[src/rtl/lstm_defs_pkg.sv]
// Shared definitions for the LSTM activation memory sequencers.
// Holds the memory address width, FSM encodings and the stream beat record.
package lstm_defs_pkg;

    localparam int unsigned ADDR_W     = 12;
    localparam int unsigned ACT_W      = 32;
    localparam int unsigned FIFO_DEPTH = 4;
    localparam int unsigned FIFO_PTR_W = 2;
    localparam int unsigned FIFO_CNT_W = 3;

    typedef enum logic [1:0] {
        IDLE   = 2'd0,
        STREAM = 2'd1,
        DRAIN  = 2'd2
    } rd_state_t;

    typedef struct packed {
        logic             last;
        logic [ACT_W-1:0] data;
    } beat_t;

endpackage

[src/rtl/act_fifo.sv]
// Four-entry synchronous FIFO holding {last, data} stream beats.
// Registered head output; push/pop may occur in the same cycle.
module act_fifo
    import lstm_defs_pkg::*;
#(
    parameter int unsigned W = ACT_W + 1
) (
    input  logic                  clk,
    input  logic                  rst,
    input  logic                  push,
    input  logic [W-1:0]          din,
    input  logic                  pop,
    output logic [W-1:0]          dout,
    output logic [FIFO_CNT_W-1:0] count,
    output logic                  empty
);

    logic [W-1:0]          mem_q [FIFO_DEPTH];
    logic [FIFO_PTR_W-1:0] wr_ptr_q;
    logic [FIFO_PTR_W-1:0] rd_ptr_q;
    logic [FIFO_CNT_W-1:0] count_q;
    logic                  do_push_c;
    logic                  do_pop_c;

    // Guard against misuse even though the reader's credit rule prevents it
    assign do_push_c = push && (count_q != FIFO_CNT_W'(FIFO_DEPTH));
    assign do_pop_c  = pop && (count_q != '0);

    always_ff @(posedge clk) begin
        if (rst) begin
            wr_ptr_q <= '0;
            rd_ptr_q <= '0;
            count_q  <= '0;
            for (int i = 0; i < FIFO_DEPTH; i++) begin
                mem_q[i] <= '0;
            end
        end else begin
            if (do_push_c) begin
                mem_q[wr_ptr_q] <= din;
                wr_ptr_q        <= wr_ptr_q + FIFO_PTR_W'(1);
            end
            if (do_pop_c) begin
                rd_ptr_q <= rd_ptr_q + FIFO_PTR_W'(1);
            end
            case ({do_push_c, do_pop_c})
                2'b10:   count_q <= count_q + FIFO_CNT_W'(1);
                2'b01:   count_q <= count_q - FIFO_CNT_W'(1);
                default: count_q <= count_q;
            endcase
        end
    end

    assign dout  = mem_q[rd_ptr_q];
    assign count = count_q;
    assign empty = (count_q == '0);

endmodule

[src/rtl/act_stream_reader.sv]
// Walks memory port B across one timestep of activations and turns the
// one-cycle synchronous read latency into a ready/valid stream with last flag.
module act_stream_reader
    import lstm_defs_pkg::*;
#(
    parameter int unsigned WIDTH    = 32,
    parameter int unsigned NUM      = 53,
    parameter int unsigned TIMESTEP = 1
) (
    input  logic              clk,
    input  logic              rst,
    input  logic              start,
    input  logic [ADDR_W-1:0] t_idx,
    output logic              busy,
    output logic              done,
    output logic              err,
    output logic [ADDR_W-1:0] addr_b,
    input  logic [WIDTH-1:0]  o_b,
    output logic [WIDTH-1:0]  m_data,
    output logic              m_valid,
    input  logic              m_ready,
    output logic              m_last
);

    localparam logic [ADDR_W-1:0] LAST_N    = ADDR_W'(NUM - 1);
    localparam logic [ADDR_W:0]   T_LIMIT   = (ADDR_W + 1)'(TIMESTEP);
    localparam logic [ADDR_W-1:0] NUM_A     = ADDR_W'(NUM);
    localparam logic              SINGLE    = (NUM == 1);

    rd_state_t state_q, state_d;

    logic [ADDR_W-1:0]     base_q;
    logic [ADDR_W-1:0]     n_q;
    logic [ADDR_W-1:0]     base_c;
    logic                  rd_p1_q, rd_p1_last_q;
    logic                  rd_p2_q, rd_p2_last_q;
    logic [FIFO_CNT_W-1:0] inflight_c;
    logic [FIFO_CNT_W-1:0] fifo_count;
    logic                  fifo_empty;
    logic [WIDTH:0]        fifo_head;
    logic                  credit_ok_c;
    logic                  accept_c, reject_c, issue_c, finish_c;
    logic                  pop_c;

    assign base_c      = t_idx * NUM_A;
    assign inflight_c  = FIFO_CNT_W'(rd_p1_q) + FIFO_CNT_W'(rd_p2_q);
    // Same-cycle pop is deliberately ignored: conservative, still full rate
    assign credit_ok_c = (fifo_count + inflight_c) < FIFO_CNT_W'(FIFO_DEPTH);

    assign m_valid = !fifo_empty;
    assign m_data  = fifo_head[WIDTH-1:0];
    assign m_last  = fifo_head[WIDTH];
    assign pop_c   = m_valid && m_ready;

    always_ff @(posedge clk) begin
        if (rst) begin
            state_q <= IDLE;
        end else begin
            state_q <= state_d;
        end
    end

    // Next-state and per-cycle action decode
    always_comb begin
        state_d  = state_q;
        accept_c = 1'b0;
        reject_c = 1'b0;
        issue_c  = 1'b0;
        finish_c = 1'b0;
        case (state_q)
            IDLE: begin
                if (start) begin
                    if ({1'b0, t_idx} < T_LIMIT) begin
                        accept_c = 1'b1;
                        state_d  = SINGLE ? DRAIN : STREAM;
                    end else begin
                        reject_c = 1'b1;
                    end
                end
            end
            STREAM: begin
                if (credit_ok_c && (n_q <= LAST_N)) begin
                    issue_c = 1'b1;
                    if (n_q == LAST_N) begin
                        state_d = DRAIN;
                    end
                end
            end
            DRAIN: begin
                if (pop_c && m_last) begin
                    finish_c = 1'b1;
                    state_d  = IDLE;
                end
            end
            default: state_d = IDLE;
        endcase
    end

    // Address walk, status pulses and the two-stage read-latency tracker
    always_ff @(posedge clk) begin
        if (rst) begin
            base_q       <= '0;
            n_q          <= '0;
            addr_b       <= '0;
            busy         <= 1'b0;
            done         <= 1'b0;
            err          <= 1'b0;
            rd_p1_q      <= 1'b0;
            rd_p1_last_q <= 1'b0;
            rd_p2_q      <= 1'b0;
            rd_p2_last_q <= 1'b0;
        end else begin
            done <= finish_c;
            err  <= reject_c;
            if (accept_c) begin
                base_q <= base_c;
                addr_b <= base_c;
                n_q    <= ADDR_W'(1);
                busy   <= 1'b1;
            end else if (issue_c) begin
                addr_b <= base_q + n_q;
                n_q    <= n_q + ADDR_W'(1);
            end
            if (finish_c) begin
                busy <= 1'b0;
            end
            rd_p1_q      <= accept_c || issue_c;
            rd_p1_last_q <= (accept_c && SINGLE) || (issue_c && (n_q == LAST_N));
            rd_p2_q      <= rd_p1_q;
            rd_p2_last_q <= rd_p1_last_q;
        end
    end

    act_fifo #(
        .W (WIDTH + 1)
    ) u_fifo (
        .clk   (clk),
        .rst   (rst),
        .push  (rd_p2_q),
        .din   ({rd_p2_last_q, o_b}),
        .pop   (pop_c),
        .dout  (fifo_head),
        .count (fifo_count),
        .empty (fifo_empty)
    );

endmodule

[config.mk]
export PLATFORM = sky130hd
export DESIGN_NAME = act_stream_reader
export DESIGN_NICKNAME = d
export VERILOG_FILES = /design/src/rtl/lstm_defs_pkg.sv /design/src/rtl/act_fifo.sv /design/src/rtl/act_stream_reader.sv
export SDC_FILE = /design/constraint.sdc
export NUM_CORES = 1
export LEC_CHECK = 0
export ABC_AREA = 0
export CAP_MARGIN = 20
export CELL_PAD_IN_SITES_DETAIL_PLACEMENT = 2
export CELL_PAD_IN_SITES_GLOBAL_PLACEMENT = 2
export CORE_MARGIN = 4
export CORE_UTILIZATION = 30
export CTS_CLUSTER_SIZE = 30
export DETAILED_ROUTE_END_ITERATION = 16
export HOLD_SLACK_MARGIN = 0.03
export PLACE_DENSITY = 0.71
export SLEW_MARGIN = 25
export SYNTH_ARGS = -nofsm -noshare
export SYNTH_HDL_FRONTEND = slang
export SYNTH_SLANG_ARGS = --single-unit
[constraint.sdc]
create_clock -name clk -period 8.5 [get_ports clk]
set_input_delay 2.55 -clock clk [delete_from_list [all_inputs] [get_ports clk]]
set_output_delay 2.55 -clock clk [all_outputs]
set_load 0.01 [all_outputs]
Word-level counts from Yosys, hierarchy flattened
Memory sizes are Yosys's and may differ from the RTL's. A register that Yosys moved wholly into a read port is not among the register bits.
Cells that the tools add are included.

operators by class
  $add $sub $neg = 8
  multiply operators = 1
  order comparisons = 3
  eq/ne operators = 11
  muxes and demuxes = 29
  bitwise logic cells = 2
  reductions and logical operators = 18

operators with widths
  kind                                                                               number
  33-bit two-way mux                                                                 1
  33-bit OR reduction                                                                1
  12-bit two-way mux                                                                 2
  1-bit two-way mux                                                                  16
  2-bit two-way mux                                                                  8
  12-bit by 1-bit adder with 12-bit output, second input constant                    1
  12-bit adder                                                                       1
  12-bit by 6-bit == test with 1-bit output, second input constant                   1
  12-bit by 6-bit less-or-equal comparator with 1-bit output, second input constant  1
  12-bit by 1-bit < comparator with 1-bit output, second input constant              1
  12-bit by 6-bit multiplier with 12-bit output, second input constant               1
  2-bit inequality test, second input constant                                       5
  1-bit logical AND                                                                  6
  2-bit one-hot mux with 3 select lines                                              1
  3-bit one-hot mux with 2 select lines                                              1
  5-bit AND reduction                                                                1
  2-bit by 1-bit adder with 2-bit output, second input constant                      2
  2-bit by 1-bit == test with 1-bit output, second input constant                    2
  2-bit == test, second input constant                                               2
  2-bit nonzero test                                                                 2
  2-bit OR reduction                                                                 2
  3-bit by 1-bit adder with 3-bit output, second input constant                      1
  3-bit by 2-bit adder with 3-bit output                                             1
  3-bit logical NOT                                                                  1
  other kinds (10)                                                                   11

word-level totals
  register bits after elaboration = 52
  bits in writable memories = 132
  input bits = 48
  output and inout bits = 49
  logic and storage cells = 88
  memories = 1

memories
  name          words  width  read ports  clocked after Yosys merged registers in  write ports  RTL line        text
  u_fifo.mem_q  4      33     1           1                                        4            act_fifo.sv:18  logic [W-1:0] mem_q [FIFO_DEPTH];

Longest topological paths before layout
Gate-level depths: netlist (run 1).

  depth in word-level cells = 8
  gate-level depth with buffers = 13

By module
A second synthesis (run 1) with hierarchy kept.

second synthesis, totals
  cell total of the unflattened synthesis = 752
  area total of the unflattened synthesis = 9,424.0 um^2

by module, submodules not included
  module             times used  cells each  area an instance (um^2)  sequential area each (um^2)
  act_fifo           1           371         6,178.4                  4,144.0
  act_stream_reader  1           381         3,245.6                  900.9

Worst setup path after synthesis (run 1)
OpenSTA, ideal clock, no wires.

  path kind = in2reg
  start point = input port t_idx[1]
  end point = register addr_b[10]
  setup time = 0.134 ns
  arrival = 5.152 ns
  data required time = 8.366 ns
  path slack = 3.214 ns
  cell stages on the path = 12
  cell sequence = ha_1 -> inv_1 -> fa_1 -> fa_1 -> inv_1 -> ha_1 -> nor2b_1 -> o21ai_1 -> a21oi_1 -> or3_1 -> a21oi_1 -> a211oi_1

between the ends
  word-level cells in the longest chain between the ends = 5
  elaborated cells on any way between the ends = 7

RTL lines
  element                                                                                RTL line                  text
  start: declaration                                                                     act_stream_reader.sv:13   input logic [ADDR_W-1:0] t_idx,
  branches (longest 5 deep; another with 12-bit by 6-bit multiplier with 12-bit output)  n/a
  end signal: assignment                                                                 act_stream_reader.sv:117  addr_b <= base_c;
  end signal: assignment                                                                 act_stream_reader.sv:121  addr_b <= base_q + n_q;
  end: declaration                                                                       act_stream_reader.sv:17   output logic [ADDR_W-1:0] addr_b,

Several ways; the timed one is not identified.
A chain may end at the register's enable or synchronous reset.

Worst setup path after layout (run 1)
  start point = input port t_idx[2]
  end point = register addr_b[10]

Same word-level chain as after synthesis.

==> flow_metrics.env, run 1 <==
export IMPL_status="complete, no violations"
export IMPL_fp_dieH_um=183
export IMPL_cts_inserted_buffers=17
export IMPL_rows=63
export IMPL_slew_headroom_pct=41.4
export IMPL_synth_async_reset_ratio_pct=0
export IMPL_cts_resized=0
export IMPL_synth_fp_nets=884
export IMPL_ys_seq_area_share_pct=55.0
export IMPL_path_delay_family="adder cells"
export IMPL_port_buffers=96
export IMPL_crit_arrival_ns=5.91
export IMPL_fmax_mhz=178
export IMPL_final_nets=975
export IMPL_swShare_pct=26.2
export IMPL_place_hpwl_um=16400
export IMPL_fin_setup_tns_ns=0
export IMPL_initial_core_util_pct=30.7
export IMPL_overflow=0
export IMPL_placed_area_mm2=0.0106
export IMPL_drc=0
export IMPL_core_area_mm2=0.0299
export IMPL_period_share_pct=66.0
export IMPL_path_buf_inv=3
export IMPL_clockBufferDepth=2
export IMPL_path_cells="clkdlybuf4s50_1 -> ha_1 -> inv_1 -> fa_1 -> fa_1 -> inv_1 -> ha_1 -> nor2b_1 -> o21ai_1 -> a21oi_1 -> or3_1 -> a21oi_1 -> a211oi_1"
export IMPL_yosysTopAreaCellShare_pct=43.2
export IMPL_tritoncts="done"
export IMPL_critPathKind="primary input to flip-flop"
export IMPL_finalWirelength_um=24200
export IMPL_clock_latency_ns=0.44
export IMPL_routabilityCongestion=0.751
export IMPL_drv_cap=0
export IMPL_vias_per_cell=4.79
export IMPL_pwr_share_seq_pct=48.0
export IMPL_ant_nets=0
export IMPL_clkTransAtPathRegs_ns=0.08
export IMPL_syn_instance_count=777
export IMPL_wl_per_cell_um=19.1
export IMPL_r2r_start="u_fifo.count[1]"
export IMPL_ys_seq_elements=186
export IMPL_n_antenna_cell=0
export IMPL_synth_cell_types=59
export IMPL_yosys_top_cells_area="edfxtp_1 43%, dfxtp_1 12%, mux4_2 8.1%, ha_1 6.1%, nor2_1 4.1%"
export IMPL_finish_instance_area_mm2=0.0112
export IMPL_yosys_warnings=0
export IMPL_grt_pass1_vias=6778
export IMPL_synth_top_area_cell="edfxtp_1"
export IMPL_drive_gt1_share_pct=10.7
export IMPL_clock_skew_ns=0.0128
export IMPL_period_minus_slack_ns=5.61
export IMPL_dr_first_iter_drc_count=282
export IMPL_numClockSinks=186
export IMPL_dr_pass1_iters=5
export IMPL_hold_start="rd_p1_last_q"
export IMPL_postCtsSetupRepairBufs=0
export IMPL_cp_end_kind="flip-flop"
export IMPL_worstPathMaxFanout=5
export IMPL_rsz0062_at_grt="false"
export IMPL_cp_slowest_cell="fa_1"
export IMPL_antenna_found_initial=0
export IMPL_switchingPower_mw=0.541
export IMPL_synth_edf_count=132
export IMPL_grt_use_total_pct=14.7
export IMPL_syn_avg_cell_area_um2=11.8
export IMPL_fp_dieW_um=183
export IMPL_grt_max_degree=48
export IMPL_finalSetupViolations=0
export IMPL_critPathLaunch="t_idx[2]"
export IMPL_critPathLaunchType="primary input"
export IMPL_required_ns=8.80
export IMPL_p_per_area_mw_per_mm2=184
export IMPL_synth_area_mm2=0.00917
export IMPL_synth_flop_cell="edfxtp_1"
export IMPL_tightest_slew_ns=0.876
export IMPL_die_area_mm2=0.0334
export IMPL_cts_hold_buffers=0
export IMPL_area_delta_synth_final_pct=22.6
export IMPL_combPwrFrac_pct=11.2
export IMPL_leakage_nw=4.34
export IMPL_ir_worst_vdd_uv=134
export IMPL_clockPowerShare_pct=40.7
export IMPL_slew_viol_final=0
export IMPL_grt_pass1_wl_um=38300
export IMPL_hold_viol=0
export IMPL_num_vias=6089
export IMPL_cts_root_buf="clkbuf_16"
export IMPL_cts_htree_levels=4
export IMPL_cpPeakStageDelay_ns=0.54
export IMPL_p_int_mw=1.53
export IMPL_hold_path_class="flip-flop to flip-flop"
export IMPL_pin_count=97
routing by layer:
layer	track usage (%)	share of wire (%)
met5	0	0
met4	3.40	0.80
met3	2.26	2.9
met2	27.0	53
met1	18.1	43
worst paths after layout:
check | to | slack (ns) | depth (start not counted)
setup / recovery | addr_b[10] | 2.89 | 13
hold / removal | rd_p2_last_q | 0.46 | 1
setup reg to reg | u_fifo.count[2] | 5.99 | 10
hold reg to reg | rd_p2_last_q | 0.46 | 1
cell type report:
class	count	area, um^2
clock buffer	17	425
clock inverter	15	210
fill	3093	18600
inverter	83	312
multi-input combinational	473	3700
sequential	186	5050
tap	390	488
timing repair buffer	107	1060
sequential cells by signal, indices dropped and copies added, names as in the netlist, named ones only:
name and flops:
rd_p1_last_q 1, busy 1, rd_p2_last_q 1, rd_p2_q 1, rd_p1_q 1, base_q 12
u_fifo.rd_ptr_q 2, n_q 12, done 1, addr_b 12, state_q 2, err 1
u_fifo.count 3, u_fifo.mem_q 132, u_fifo.wr_ptr_q 2
placed cells by master, fill, tap and decap left out, drive strengths merged, types with 15 or more instances in the layout:
| master | Yosys | final |
|---|---|---|
| clkdlybuf4s50 | 0 | 95 |
| inv | 83 | 92 |
| a21oi | 31 | 31 |
| edfxtp | 132 | 132 |
| nand2 | 78 | 78 |
| and2 | 42 | 42 |
| clkbuf | 24 | 17 |
| nor2 | 100 | 100 |
| o21ai | 15 | 15 |
| mux4 | 33 | 33 |
| dfxtp | 54 | 54 |
| ha | 45 | 45 |
per-stage QoR:
stage          utilization (%)  hold slack, ns  power [mW]  cells  worst slack, ns
2_1_floorplan                -           0.414        1.16    777             3.21
3_3_place_gp              35.4           0.433        1.24   1238             2.48
3_5_place_dp              35.4           0.438        1.25   1238             2.45
4_1_cts                   37.5           0.461        2.10   1270             2.90
6_report                  37.6           0.460        2.07   1271             2.89
5_1_grt                   37.6           0.474        2.17   1271             2.66
synth_stat cells (5+ instances only):
library cell / number
a21oi_1: 31
o21ai_0: 10
fa_1: 14
o21bai_1: 5
dfxtp_1: 54
xnor2_1: 14
edfxtp_1: 132
nand2_1: 77
and2_1: 41
nand3_1: 6
xor2_1: 11
ha_1: 45
nor2_1: 99
o21ai_1: 5
clkbuf_1: 24
mux4_2: 33
nor3_1: 8
inv_1: 83
or3_1: 5
buf_2: 8
a21o_1: 6
power groups by stage:
stage / registers [mW] / logic, mW / clock network (mW)
finish: 0.994 / 0.232 / 0.843
detailed placement: 1.02 / 0.235 / 0
CTS: 0.994 / 0.237 / 0.870
global route: 0.996 / 0.264 / 0.905
floorplan: 1.01 / 0.146 / 0
global placement: 1.01 / 0.231 / 0
cells by family after synthesis:
kind of cell / after synthesis / share of synthesized area [%]
compound gates: 90 / 6.49
xor+xnor: 25 / 2.39
fa+ha+maj: 59 / 9.19
buf+inv: 118 / 5.10
flops: 186 / 55.0
mux: 33 / 8.10
simple gates: 266 / 13.7
worst register-to-register path, cell delays in order, from the launching register on:
cell     delay [ns]
dfxtp_1        0.34
inv_1          0.13
nand3_1        0.09
and2_1         0.23
inv_1          0.34
ha_1           0.27
inv_1          0.06
fa_1           0.37
xor2_1         0.16
or3_1          0.31
a21oi_1        0.15
Note: power is estimated with default switching activity, not from simulation.
==> run 2: changes to the inputs <==
PLACE_DENSITY = 0.73   (was 0.71)
clock period = 4.84 ns   (was 8.5 ns; I/O delays follow)
==> flow_metrics.env, run 2 (synthesis results as in run 1) <==
export IMPL_status="complete, no violations"
export IMPL_grt_use_total_pct=15.5
export IMPL_tritoncts="done"
export IMPL_cts_root_buf="clkbuf_16"
export IMPL_cts_resized=0
export IMPL_multi_input_area_mm2=0.00370
export IMPL_seqCellArea_mm2=0.00505
export IMPL_critPathLaunchType="primary input"
export IMPL_routabilityCongestion=0.748
export IMPL_fillCellCount=3137
export IMPL_clock_latency_ns=0.45
export IMPL_finalWirelength_um=25100
export IMPL_hold_path_class="flip-flop to flip-flop"
export IMPL_cp_end_kind="flip-flop"
export IMPL_fmax_mhz=225
export IMPL_clock_skew_ns=0.0204
export IMPL_hold_viol=0
export IMPL_rows=63
export IMPL_n_antenna_cell=0
export IMPL_period_minus_slack_ns=4.45
export IMPL_drv_cap=0
export IMPL_regMostFlops="u_fifo.mem_q"
export IMPL_p_total_mw=3.69
export IMPL_dr_first_iter_drc_count=308
export IMPL_postCtsSetupRepairBufs=0
export IMPL_rsz0062_at_grt="false"
export IMPL_slew_viol_final=0
export IMPL_grt_pass1_vias=7206
export IMPL_worstPathMaxFanout=4
export IMPL_die_area_mm2=0.0334
export IMPL_period_share_pct=91.9
export IMPL_fp_dieH_um=183
export IMPL_leakage_nw=4.40
export IMPL_fp_dieW_um=183
export IMPL_grt_max_degree=47
export IMPL_dr_pass1_iters=6
export IMPL_p_per_area_mw_per_mm2=326
export IMPL_ir_worst_vdd_uv=213
export IMPL_critPathKind="primary input to flip-flop"
export IMPL_cts_htree_levels=4
export IMPL_final_common_cell="edfxtp_1"
export IMPL_vias_per_cell=4.85
export IMPL_tightest_slew_ns=0.729
export IMPL_clockBufferDepth=2
export IMPL_required_ns=5.18
export IMPL_drc=0
export IMPL_place_hpwl_um=17500
export IMPL_fin_hold_ws_ns=0.448
export IMPL_numClockSinks=186
export IMPL_overflow=0
export IMPL_antenna_found_initial=0
export IMPL_num_vias=6241
export IMPL_finish_instance_area_mm2=0.0113
export IMPL_wl_per_cell_um=19.5
export IMPL_pin_count=97
export IMPL_final_nets=990
export IMPL_crit_arrival_ns=4.79
export IMPL_cts_hold_buffers=0
export IMPL_clkTransAtPathRegs_ns=0.08
export IMPL_slew_headroom_pct=51.4
export IMPL_core_area_mm2=0.0299
export IMPL_placed_area_mm2=0.0107
export IMPL_finalSetupViolations=0
export IMPL_ant_nets=0
export IMPL_cts_inserted_buffers=17
export IMPL_drive_gt1_share_pct=12.2
export IMPL_port_buffers=96
export IMPL_initial_core_util_pct=30.7
export IMPL_grt_pass1_wl_um=40600
export IMPL_area_delta_synth_final_pct=23.6
export IMPL_most_common_layout_cells="132 x edfxtp_1, 98 x nor2_1, 95 x clkdlybuf4s50_1"
export IMPL_largest_reg_flops=132
export IMPL_postLayoutCoreUtil_pct=38.0
[run 2: cell count changes in the layout (fill, tap and decap cells not counted), sizes merged]
cell and delta:
inv +1, bufinv -1, buf +15
[run 2: layout make-up]
class / count / share of cell area (%)
Tap cell: 390 / 4.30
Inverter: 83 / 2.75
Clock buffer: 17 / 3.75
Sequential cell: 186 / 44.5
Timing Repair Buffer: 122 / 10.1
Clock inverter: 15 / 1.90
Multi-Input combinational cell: 473 / 32.7
[run 2: stage by stage]
step	instances	TNS (ns)	setup slack (ns)
detailed placement	1254	-0.244	-0.0850
global placement	1254	0	0.0157
finish	1286	0	0.394
floorplan	777	0	0.652
global route	1286	0	0.0756
CTS	1286	0	0.367
[run 2: where the power goes]
group	leakage, nW	internal [mW]	switching (mW)
sequential	1.80	1.73	0.0118
combinational	2.30	0.213	0.238
clock	0.309	0.729	0.767
total	4.40	2.68	1.02
[run 2: final timing paths]
check,to,slack (ns),cells past startpoint,startpoint
max reg2reg,u_fifo.mem_q[0][31],1.94,8,u_fifo.count[0]
min,rd_p2_last_q,0.45,1,rd_p1_last_q
max,addr_b[11],0.39,14,t_idx[2]
min reg2reg,rd_p2_last_q,0.45,1,rd_p1_last_q
[run 2: layer usage]
metal	track usage, %	part of all wire, %	vias to the layer above	wire length [um]
li1	-	-	2916	-
met1	19.1	44	3215	11100
met2	28.7	52	94	13200
met3	2.74	2.6	16	657
met4	2.86	0.90	0	226
met5	0	0	-	0
[run 2: critical path, cell delays in order]
cell             delay (ns)
clkdlybuf4s50_1        0.53
inv_1                  0.06
ha_1                   0.32
fa_1                   0.54
inv_1                  0.06
fa_1                   0.54
inv_1                  0.04
ha_1                   0.33
nand3_1                0.09
o211ai_1               0.11
o41ai_1                0.34
xnor2_1                0.16
nand2_1                0.09
o32ai_1                0.13
==> run 3: changes to the inputs <==
CORE_ASPECT_RATIO = 0.8   (was default)
GPL_TIMING_DRIVEN = 0   (was default)
==> flow_metrics.env, run 3 (synthesis results as in run 1) <==
export IMPL_status="complete, no violations"
export IMPL_path_delay_family="adder cells"
export IMPL_pin_count=97
export IMPL_tritoncts="done"
export IMPL_die_area_mm2=0.0335
export IMPL_clockPowerShare_pct=39.3
export IMPL_post_place_ws_ns=-0.277
export IMPL_wl_met2_um=13400
export IMPL_num_vias=6313
export IMPL_critPathLaunchType="primary input"
export IMPL_grt_max_degree=34
export IMPL_finish_instance_area_mm2=0.0113
export IMPL_setup_slack_ns=0.228
export IMPL_fillCellCount=3158
export IMPL_area_delta_synth_final_pct=23.7
export IMPL_ff2ff_setup_slack_ns=1.96
export IMPL_slew_headroom_pct=32.8
export IMPL_ir_worst_vdd_uv=216
export IMPL_clock_latency_ns=0.43
export IMPL_place_hpwl_um=19600
export IMPL_path_cells="clkdlybuf4s50_1 -> ha_1 -> inv_1 -> fa_1 -> fa_1 -> inv_1 -> ha_1 -> nor2b_1 -> o21ai_1 -> a21oi_1 -> or3_1 -> a21oi_1 -> a211oi_1"
export IMPL_dr_pass1_iters=4
export IMPL_cts_root_buf="clkbuf_16"
export IMPL_wl_per_cell_um=20.4
export IMPL_pwr_share_seq_pct=48.6
export IMPL_tightest_slew_ns=1.01
export IMPL_cp_slowest_cell="clkdlybuf4s50_1"
export IMPL_dr_first_iter_drc_count=235
export IMPL_core_area_mm2=0.0297
export IMPL_cts_inserted_buffers=17
export IMPL_ant_nets=0
export IMPL_p_total_mw=3.59
export IMPL_fmax_mhz=217
export IMPL_numClockSinks=186
export IMPL_top_layer_used="met4"
export IMPL_worstPathMaxFanout=5
export IMPL_clockBufferDepth=2
export IMPL_fp_dieW_um=204
export IMPL_final_common_cell="edfxtp_1"
export IMPL_drc=0
export IMPL_final_nets=1002
export IMPL_rsz0062_at_grt="false"
export IMPL_drv_cap=0
export IMPL_routabilityCongestion=0.749
export IMPL_wl_met1_um=12500
export IMPL_slew_viol_final=0
export IMPL_p_per_area_mw_per_mm2=317
export IMPL_vias_per_cell=4.80
export IMPL_n_antenna_cell=0
export IMPL_leakage_nw=4.39
export IMPL_grt_pass1_vias=6962
export IMPL_cpPeakStageDelay_ns=0.54
export IMPL_wl_met3_um=689
export IMPL_finalSetupViolations=0
export IMPL_required_ns=5.13
export IMPL_seqCellArea_mm2=0.00504
export IMPL_overflow=0
export IMPL_combPwrFrac_pct=12.0
export IMPL_crit_arrival_ns=4.90
export IMPL_clock_skew_ns=0.0151
export IMPL_hold_viol=0
export IMPL_swShare_pct=26.9
export IMPL_multi_input_area_mm2=0.00371
export IMPL_antenna_found_initial=1
export IMPL_clkTransAtPathRegs_ns=0.08
export IMPL_finalWirelength_um=26800
export IMPL_rows=56
export IMPL_most_common_layout_cells="132 x edfxtp_1, 99 x nor2_1, 94 x clkdlybuf4s50_1"
export IMPL_largest_reg_flops=132
export IMPL_initial_core_util_pct=30.9
export IMPL_port_buffers=96
export IMPL_grt_use_total_pct=16.3
export IMPL_period_share_pct=95.3
export IMPL_placed_area_mm2=0.0107
export IMPL_period_minus_slack_ns=4.61
export IMPL_p_int_mw=2.63
export IMPL_postLayoutCoreUtil_pct=38.2
export IMPL_place_inst=1282
export IMPL_cts_htree_levels=4
export IMPL_fp_dieH_um=164
export IMPL_hold_path_class="flip-flop to flip-flop"
export IMPL_cp_end_kind="flip-flop"
export IMPL_critPathKind="primary input to flip-flop"
export IMPL_stdcell_count=1314
export IMPL_grt_pass1_wl_um=41300
export IMPL_path_buf_inv=3
export IMPL_drive_gt1_share_pct=10.2
export IMPL_switchingPower_mw=0.966
export IMPL_regMostFlops="u_fifo.mem_q"
==> run 3: power groups by stage <==
stage / Sequential, mW / Clock [mW] / Combinational (mW)
finish: 1.75 / 1.41 / 0.433
detailed placement: 1.78 / 0 / 0.435
global placement: 1.78 / 0 / 0.417
global route: 1.75 / 1.51 / 0.487
CTS: 1.75 / 1.45 / 0.440
floorplan: 1.78 / 0 / 0.256
==> run 3: path summary, 6_finish.rpt <==
path | startpoint | to | cells past startpoint
worst max-delay path | t_idx[1] | addr_b[10] | 13
worst min-delay path | rd_p1_last_q | rd_p2_last_q | 1
worst max register to register | u_fifo.count[0] | u_fifo.mem_q[0][23] | 6
worst min register to register | rd_p1_last_q | rd_p2_last_q | 1
==> run 3: cell type report <==
type / instances / share of cell area, %
Buffer: 35 / 1.38
Clock inverter: 15 / 1.47
Timing Repair Buffer: 99 / 9.02
Inverter: 83 / 2.75
Tap cell: 406 / 4.48
Multi-Input combinational cell: 473 / 32.7
Sequential cell: 186 / 44.5
Clock buffer: 17 / 3.75
==> run 3: per-stage QoR <==
stage,hold WS [ns],TNS [ns]
after floorplan,0.414,0
after global placement,0.424,-29.40
after detailed placement,0.448,-1.46
after CTS,0.467,0
after global routing,0.479,0
final,0.465,0
==> run 3: layer usage <==
metal	global-route usage [%]	up-vias
met4	3.13	0
met2	28.0	72
li1	-	2939
met5	0	-
met1	22.2	3294
met3	2.47	8
==> run 3: what timing repair did <==
item / 4_1_cts / 5_1_grt
buffers inserted: 0 / 0
setup endpoints to repair: 0 / 2
hold buffers: 0 / 0
resized for setup: 0 / 3
